## src/rtl/store_mon_pkg.sv

```systemverilog
// Shared types and default end-of-test constants for the store trace monitor.
package store_mon_pkg;

   typedef enum logic [1:0] {StRun, StPass, StFail, StTimeout} state_t;

   typedef struct packed {
      logic [31:0] pc;
      logic [31:0] addr;
      logic [31:0] data;
   } trace_entry_t;

   localparam logic [31:0] DefaultTohostAddr = 32'h0000_0054;
   localparam logic [31:0] DefaultPassValue  = 32'h0000_0007;

endpackage

```

## src/rtl/sync_fifo.sv

```systemverilog
// First-word-fall-through synchronous FIFO; the extra pointer bit tells full from empty.
module sync_fifo #(
   parameter int unsigned WIDTH = 32,
   parameter int unsigned DEPTH = 16
) (
   input  logic             clk,
   input  logic             reset,
   input  logic             push_i,
   input  logic [WIDTH-1:0] data_i,
   input  logic             pop_i,
   output logic [WIDTH-1:0] data_o,
   output logic             full_o,
   output logic             empty_o
);

   localparam int unsigned AW = $clog2(DEPTH);
   localparam int unsigned PW = AW + 1;

   logic [PW-1:0]    wptr_q, wptr_d, rptr_q, rptr_d;
   logic [WIDTH-1:0] mem_q [DEPTH];
   logic             do_push, do_pop;

   assign empty_o = (wptr_q == rptr_q);
   assign full_o  = (wptr_q[AW] != rptr_q[AW]) && (wptr_q[AW-1:0] == rptr_q[AW-1:0]);

   // A pop frees the slot in the same cycle, so a full FIFO still accepts a push then.
   assign do_pop  = pop_i & ~empty_o;
   assign do_push = push_i & (~full_o | do_pop);

   assign data_o = mem_q[rptr_q[AW-1:0]];

   always_comb begin
      wptr_d = wptr_q;
      rptr_d = rptr_q;
      if (do_push) wptr_d = wptr_q + PW'(1);
      if (do_pop)  rptr_d = rptr_q + PW'(1);
   end

   always_ff @(posedge clk) begin
      if (reset) begin
         wptr_q <= '0;
         rptr_q <= '0;
      end else begin
         wptr_q <= wptr_d;
         rptr_q <= rptr_d;
      end
   end

   always_ff @(posedge clk) begin
      if (do_push) mem_q[wptr_q[AW-1:0]] <= data_i;
   end

endmodule

```

## src/rtl/store_trace_monitor.sv

```systemverilog
// Observes core stores, buffers them in a trace FIFO and decides PASS/FAIL/TIMEOUT.
module store_trace_monitor
   import store_mon_pkg::*;
#(
   parameter int unsigned DEPTH          = 16,
   parameter logic [31:0] TOHOST_ADDR    = DefaultTohostAddr,
   parameter logic [31:0] PASS_VALUE     = DefaultPassValue,
   parameter int unsigned TIMEOUT_CYCLES = 1000,
   parameter int unsigned CNT_W          = 16
) (
   input  logic             clk,
   input  logic             reset,
   input  logic             memwrite,
   input  logic [31:0]      dataadr,
   input  logic [31:0]      writedata,
   input  logic [31:0]      pc,
   output logic             trace_valid,
   input  logic             trace_ready,
   output logic [31:0]      trace_pc,
   output logic [31:0]      trace_addr,
   output logic [31:0]      trace_data,
   output logic [CNT_W-1:0] store_count,
   output logic             overflow,
   output logic             done,
   output logic             pass,
   output logic             fail,
   output logic             timeout
);

   state_t           state_q, state_d;
   logic [CNT_W-1:0] count_q, count_d;
   logic [CNT_W-1:0] cyc_q, cyc_d;
   logic             ovf_q, ovf_d;

   trace_entry_t push_entry, head_entry;
   logic         fifo_full, fifo_empty;
   logic         in_run, store, tohost, pop;

   assign in_run = (state_q == StRun);
   assign store  = in_run & memwrite;
   assign tohost = store & (dataadr == TOHOST_ADDR);
   assign pop    = trace_valid & trace_ready;

   assign push_entry = '{pc: pc, addr: dataadr, data: writedata};

   sync_fifo #(
      .WIDTH ($bits(trace_entry_t)),
      .DEPTH (DEPTH)
   ) u_fifo (
      .clk     (clk),
      .reset   (reset),
      .push_i  (store),
      .data_i  (push_entry),
      .pop_i   (pop),
      .data_o  (head_entry),
      .full_o  (fifo_full),
      .empty_o (fifo_empty)
   );

   always_comb begin
      state_d = state_q;
      count_d = count_q;
      cyc_d   = cyc_q;
      ovf_d   = ovf_q;
      if (in_run) cyc_d = cyc_q + CNT_W'(1);
      if (store) begin
         if (count_q != '1) count_d = count_q + CNT_W'(1);
         if (fifo_full && !pop) ovf_d = 1'b1;
      end
      // A tohost store on the budget's last edge takes precedence over the timeout.
      if (tohost) begin
         state_d = (writedata == PASS_VALUE) ? StPass : StFail;
      end else if (in_run && (TIMEOUT_CYCLES != 0) &&
                   (cyc_q == CNT_W'(TIMEOUT_CYCLES - 1))) begin
         state_d = StTimeout;
      end
   end

   always_ff @(posedge clk) begin
      if (reset) begin
         state_q <= StRun;
         count_q <= '0;
         cyc_q   <= '0;
         ovf_q   <= 1'b0;
      end else begin
         state_q <= state_d;
         count_q <= count_d;
         cyc_q   <= cyc_d;
         ovf_q   <= ovf_d;
      end
   end

   assign trace_valid = ~fifo_empty;
   assign trace_pc    = head_entry.pc;
   assign trace_addr  = head_entry.addr;
   assign trace_data  = head_entry.data;
   assign store_count = count_q;
   assign overflow    = ovf_q;
   assign done        = (state_q != StRun);
   assign pass        = (state_q == StPass);
   assign fail        = (state_q == StFail) || (state_q == StTimeout);
   assign timeout     = (state_q == StTimeout);

endmodule
```

## config.mk

```make
export PLATFORM = sky130hd
export DESIGN_NAME = store_trace_monitor
export DESIGN_NICKNAME = d
export VERILOG_FILES = /design/src/rtl/store_mon_pkg.sv /design/src/rtl/sync_fifo.sv /design/src/rtl/store_trace_monitor.sv
export SDC_FILE = /design/constraint.sdc
export NUM_CORES = 1
export LEC_CHECK = 0
export CORE_UTILIZATION = 34
export DETAILED_ROUTE_END_ITERATION = 10
export PLACE_DENSITY = 0.59
export SLEW_MARGIN = 40
export SYNTH_ARGS = -nofsm -noshare
export SYNTH_HDL_FRONTEND = slang
export SYNTH_SLANG_ARGS = --single-unit
```

## constraint.sdc

```tcl
create_clock -name clk -period 19.2 [get_ports clk]
set_input_delay 3.84 -clock clk [delete_from_list [all_inputs] [get_ports clk]]
set_output_delay 3.84 -clock clk [all_outputs]
set_load 0.01 [all_outputs]
```

==> results by group, run 1 <==
Placed design
  • GPL Wtd Cong: 0.705
  • Post-DP HPWL: 71000 µm
  • Port bufs: 217
  • Placed cell area: 65300 µm²
  • Inst Count DP: 4904

Yosys
  • Register area share after synthesis: 0.784
  • Syn_area_per_cell: 24.8 µm²
  • Synthesized area: 60100 µm²
  • Synth warn: 0
  • EDFF count, synth: 1536
  • Ys async rst share: 0
  • Synth Flop Type: edfxtp_1
  • #FFs+latches synth: 1585
  • Cells after synthesis: 2426
  • Number of distinct library cells after synthesis: 44
  • Net Count, Synth: 2533

CTS
  • CTS root buffer: clkbuf_16
  • Post-cts resize count: 0
  • Worst-case clock buffer depth: 3
  • CTS hold repair buffers: 0
  • H-tree Lvls: 4
  • Clock transition at path regs: 0.06 ns
  • Inserted Clock Buffers: 166
  • CTS tree: built
  • Clk sinks: 1585
  • Setup repair bufs after CTS: 0
  • Worst-Skew Late Latency: 0.82 ns

Timing
  • Final Hold Fails: 0
  • Worst slew margin: 0.392
  • Setup Skew: 0.0569 ns
  • Final Cycle Share: 0.443
  • Tmin final: 8.51 ns
  • FMAX: 0.118 GHz
  • Worst slew pin tran: 0.908 ns
  • Slew Viols, Final: 0
  • Final setup viols: 0
  • Setup TNS: 0 ns
  • RSZ-0062 raised after global routing: false

Power and ir drop
  • Int Pwr: 6.11 mW
  • Clock network power share: 0.391
  • Reg power frac: 0.489
  • Pwr Total: 7.91 mW
  • Sw power: 1.80 mW
  • Worst VDD drop: 76.7 µV
  • Power Dens Cells: 112 nW/µm²
  • Comb power frac: 0.120
  • Switch share: 0.227
  • Lkg Pwr: 21.0 nW

Critical path
  • Crit path DAT: 4.67 ns
  • CP Launch Type: register
  • Slowest-stage cell, CP: clkbuf_8
  • Crit Path Max Fanout: 52
  • Worst path cell trace: buf_12 -> buf_6 -> clkbuf_8 -> mux4_2 -> mux4_2 -> clkdlybuf4s50_1
  • FF-to-FF setup slack: 14.46 ns
  • Worst r2r src: state_q[1]$_SDFFE_PP0P_
  • Crit Path Class: register to output port
  • Worst r2r path cells: 7
  • CP dominant cell by count: mux4_2
  • Number of cells on the critical path: 6
  • CP peak stage delay: 0.65 ns
  • Worst path bufs/invs: 4
  • WP data required: 15.36 ns
  • Kind of end point of the critical path: output port
  • Largest delay share family, worst path: buffers and inverters

Outcome
  • Status: finished, final reports clean

Routing
  • DRC: 0
  • Vias: 26.9k
  • DRT Pass-1 Iters: 5
  • Initial DRC count: 2416
  • WL/cell: 27.3 µm
  • Via density: 5.16
  • Antenna Violating Nets Remaining: 0
  • Routed WL: 142000 µm

Flow run
  • Max-Cap Viols: 0

GRT
  • Vias in the first global route: 28.2k
  • Total track usage: 0.160
  • Initial antenna violation count: 20
  • Remaining Overflow, GRT: 0
  • First-pass GRT wire length: 205000 µm
  • Largest net degree at the start of global routing: 78

Die
  • Initial core utilization: 0.344
  • Cell Rows: 153
  • Die H: 422 µm
  • I/O pins: 218
  • Die area: 178000 µm²
  • Die Wd: 422 µm
  • CORE AREA: 175000 µm²

Finish
  • Layout Cells excl Fill: 5206
  • Commonest non-fill, non-tap cell in the layout: edfxtp_1
  • Synthesis-to-layout area growth: 17.6%
  • Fin area: 70600 µm²
  • Util after Layout: 0.405
  • Most frequent cells in the layout: 1536 x edfxtp_1, 480 x mux4_2, 217 x clkdlybuf4s50_1, 168 x clkbuf_16, 45 x dfxtp_1
  • Layout cells sized above 1: 0.274
  • Final nets: 2857

Hold path
  • HP Start: cyc_q[1]$_SDFFE_PP0N_
  • HP Class: register to register
  • Worst Hold Depth: 2
## power by group through the flow
| stage | sequential [mW] | combinational (mW) | clock [mW] |
|---|---|---|---|
| 2_1_floorplan | 3.92 | 0.647 | 0 |
| 3_3_place_gp | 3.94 | 0.952 | 0 |
| 3_5_place_dp | 3.94 | 0.979 | 0 |
| 4_1_cts | 3.86 | 0.982 | 3.17 |
| 5_1_grt | 3.87 | 1.02 | 3.30 |
| 6_report | 3.86 | 0.952 | 3.09 |
## worst register-to-register path, cell delays in order, from the launching register on
cell and delay (ns):
dfxtp_1 0.38, nor2_1 0.61, nand2_1 0.52, a21oi_2 0.71, and3_4 0.74, buf_4 0.65, buf_4 0.50, buf_12 0.27
## synth_stat cells (9+ instances only)
library cell | number | share of area
buf_4 | 30 | 0.0037
and3_1 | 20 | 0.0021
clkbuf_1 | 64 | 0.0040
a21oi_1 | 12 | 0.0010
nand2_1 | 14 | 0.00087
nand4_1 | 12 | 0.0012
mux4_2 | 480 | 0.18
xor2_1 | 13 | 0.0019
inv_1 | 9 | 0.00056
nor2_1 | 43 | 0.0027
nor4_1 | 17 | 0.0018
buf_6 | 11 | 0.0021
dfxtp_1 | 49 | 0.016
xnor2_1 | 24 | 0.0035
nand3_1 | 13 | 0.0011
buf_2 | 10 | 0.00083
edfxtp_1 | 1536 | 0.77
## routing by layer
layer | up-vias | wire length, µm | global-route usage
met5 | - | 149 | 0
met4 | 24 | 2840 | 0.0417
met3 | 215 | 7640 | 0.0332
met2 | 707 | 70200 | 0.262
met1 | 14735 | 61600 | 0.217
li1 | 11178 | - | -
## cells by family after synthesis
| kind of cell | share of synthesized area |
|---|---|
| xor+xnor | 0.00539 |
| flops | 0.784 |
| mux | 0.180 |
| simple gates | 0.0137 |
| compound gates | 0.00344 |
| buf+inv | 0.0115 |
| fa+ha+maj | 0.00146 |
## state kept, by name (all words and copies together) (netlist names), named ones only
name,flops
u_fifo.mem_q,1536
cyc_q,16
u_fifo.wptr_q,5
state_q,2
store_count,16
overflow,1
u_fifo.rptr_q,5
## metrics by stage
stage | setup WS [ns] | hold WS [ns]
after floorplan | 7.77 | 0.449
after global placement | 10.63 | 0.461
after detailed placement | 11.15 | 0.470
after CTS | 10.41 | 0.481
after global routing | 10.28 | 0.508
final | 10.69 | 0.485
## cell type report
class / instances / area, µm²
Antenna cell: 4 / 10.0
Clock buffer: 202 / 4330
Clock inverter: 93 / 927
Fill cell: 15227 / 104000
Inverter: 9 / 33.8
Multi-Input combinational cell: 712 / 12400
Sequential cell: 1585 / 47100
Tap cell: 2325 / 2910
Timing Repair Buffer: 276 / 2910
## final timing paths
kind | to
hold / removal | cyc_q[1]$_SDFFE_PP0N_
hold reg to reg | cyc_q[1]$_SDFFE_PP0N_
setup reg to reg | u_fifo.mem_q[2][42]$_DFFE_PP_
setup / recovery | trace_addr[9]
No activity file was read; power rests on OpenSTA's default activity.
==> run 2: changes to the inputs <==
--- a/config.mk
+++ b/config.mk
@@ -7,7 +7,7 @@
 export LEC_CHECK = 0
 export CORE_UTILIZATION = 34
 export DETAILED_ROUTE_END_ITERATION = 10
-export PLACE_DENSITY = 0.59
+export PLACE_DENSITY = 0.61
 export SLEW_MARGIN = 40
 export SYNTH_ARGS = -nofsm -noshare
 export SYNTH_HDL_FRONTEND = slang
==> constraint.sdc (replaced) <==
create_clock -name clk -period 7.17 [get_ports clk]
set_input_delay 1.434 -clock clk [delete_from_list [all_inputs] [get_ports clk]]
set_output_delay 1.434 -clock clk [all_outputs]
set_load 0.01 [all_outputs]
==> run 2 against run 1 <==
Effect of this change:
- die area unchanged
- via count down 0.59%
- critical endpoint is now trace_pc[1]
- largest cell class unchanged
- critical path depth down 1
==> results by group, run 2 (same netlist as run 1, synthesis figures left out) <==
Timing
  • Final Hold Fails: 0
  • Worst hold slack: 0.474 ns
  • Final Cycle Share: 0.768
  • Setup TNS: 0 ns
  • Slew Viols, Final: 0
  • RSZ-0062 raised after global routing: false
  • Setup Skew: 0.0251 ns
  • Worst slew margin: 0.433
  • Worst slew pin tran: 0.850 ns
  • FMAX: 0.182 GHz
  • Tmin final: 5.51 ns
  • Final setup viols: 0

Power and ir drop
  • Lkg Pwr: 21.1 nW
  • Int Pwr: 16.4 mW
  • Worst VDD drop: 187 µV
  • Sw power: 4.76 mW
  • Reg power frac: 0.488
  • Comb power frac: 0.119
  • Switch share: 0.225
  • Power Dens Cells: 299 nW/µm²
  • Clock network power share: 0.393

GRT
  • Vias in the first global route: 28.2k
  • Largest net degree at the start of global routing: 100
  • Remaining Overflow, GRT: 0
  • Total track usage: 0.157
  • First-pass GRT wire length: 202000 µm
  • Initial antenna violation count: 14

Die
  • Cell Rows: 153
  • Die H: 422 µm
  • I/O pins: 218
  • CORE AREA: 175000 µm²
  • Die Wd: 422 µm
  • Die area: 178000 µm²
  • Initial core utilization: 0.344

Placed design
  • Port bufs: 217
  • Post-DP HPWL: 72600 µm
  • GPL Wtd Cong: 0.706

Routing
  • DRT Pass-1 Iters: 5
  • DRC: 0
  • WL/cell: 26.9 µm
  • Antenna Violating Nets Remaining: 0
  • Via density: 5.12
  • Vias: 26.7k
  • Routed WL: 140000 µm
  • Initial DRC count: 2708

Finish
  • Area of the multi-input gates: 12400 µm²
  • Layout cells sized above 1: 0.278
  • Final nets: 2856
  • Commonest non-fill, non-tap cell in the layout: edfxtp_1
  • Max FFs per register: 1536
  • Most frequent cells in the layout: 1536 x edfxtp_1, 480 x mux4_2, 216 x clkdlybuf4s50_1, 167 x clkbuf_16, 45 x dfxtp_1
  • Synthesis-to-layout area growth: 17.9%
  • Fillers: 15.2k
  • Reg area: 47100 µm²

Critical path
  • CP Launch Type: register
  • Crit Path Class: register to output port
  • WP data required: 5.74 ns
  • Crit path DAT: 4.07 ns
  • Kind of end point of the critical path: output port
  • Crit Path Max Fanout: 64

Outcome
  • Status: finished, final reports clean

CTS
  • Clock transition at path regs: 0.06 ns
  • CTS root buffer: clkbuf_16
  • Setup repair bufs after CTS: 0
  • Inserted Clock Buffers: 165
  • H-tree Lvls: 4
  • Worst-case clock buffer depth: 3
  • CTS tree: built
  • Post-cts resize count: 0
  • Clk sinks: 1585
  • Worst-Skew Late Latency: 0.80 ns
  • CTS hold repair buffers: 0

Hold path
  • HP Class: register to register

Flow run
  • Max-Cap Viols: 0
-- run 2: cell types whose count changed in the layout (fill, tap and decap cells not counted), sizes merged --
cell / delta
clkdlybuf4s50: -1
buf: +2
clkinvlp: -1
clkinv: -2
bufinv: +3
inv: +4
-- run 2: power groups by stage --
stage                     clock, mW  sequential, mW  combinational [mW]
final                          8.34            10.3                2.52
after detailed placement          0            10.5                2.58
after floorplan                   0            10.5                1.73
after global routing           8.87            10.4                2.70
after CTS                      8.53            10.3                2.59
after global placement            0            10.5                2.57
-- run 2: layout make-up --
type | instances | share of cell area
antenna | 4 | 0.000141
clock buffer | 203 | 0.0612
clock inverter | 97 | 0.0133
inverter | 9 | 0.000477
multi-input combinational | 712 | 0.175
sequential | 1585 | 0.665
tap | 2325 | 0.0411
timing repair buffer | 276 | 0.0435
-- run 2: stage by stage --
stage	setup WS, ns	area, µm²	utilization	std cells	power, mW
finish	1.66	70800	0.406	5211	21.2
global route	1.43	70800	0.406	5209	21.9
CTS	1.58	70800	0.405	5206	21.5
detailed placement	2.47	65500	0.375	4906	13.1
global placement	2.46	65300	0.374	4898	13.1
floorplan	0.0460	60100	-	2426	12.2
-- run 2: path summary, 6_finish.rpt --
path                           startpoint                       endpoint  slack [ns]  cells past startpoint
setup reg to reg  state_q[1]$_SDFFE_PP0P_  u_fifo.mem_q[1][59]$_DFFE_PP_        3.33                      5
hold reg to reg     cyc_q[1]$_SDFFE_PP0N_          cyc_q[1]$_SDFFE_PP0N_        0.47                      2
setup / recovery                 register                    trace_pc[1]        1.66                      5
hold / removal      cyc_q[1]$_SDFFE_PP0N_          cyc_q[1]$_SDFFE_PP0N_        0.47                      2
-- run 2: worst max-delay path, cell delays in order, from the launching register on --
cell,delay (ns)
dfxtp_4,0.79
buf_12,0.30
buf_16,0.44
mux4_2,0.58
mux4_2,0.53
clkdlybuf4s50_1,0.51
-- run 2: routing by layer --
layer | wire [µm] | GRT usage
met2 | 69400 | 0.256
met5 | 116 | 0
met3 | 7820 | 0.0326
met4 | 2620 | 0.0415
met1 | 60300 | 0.215
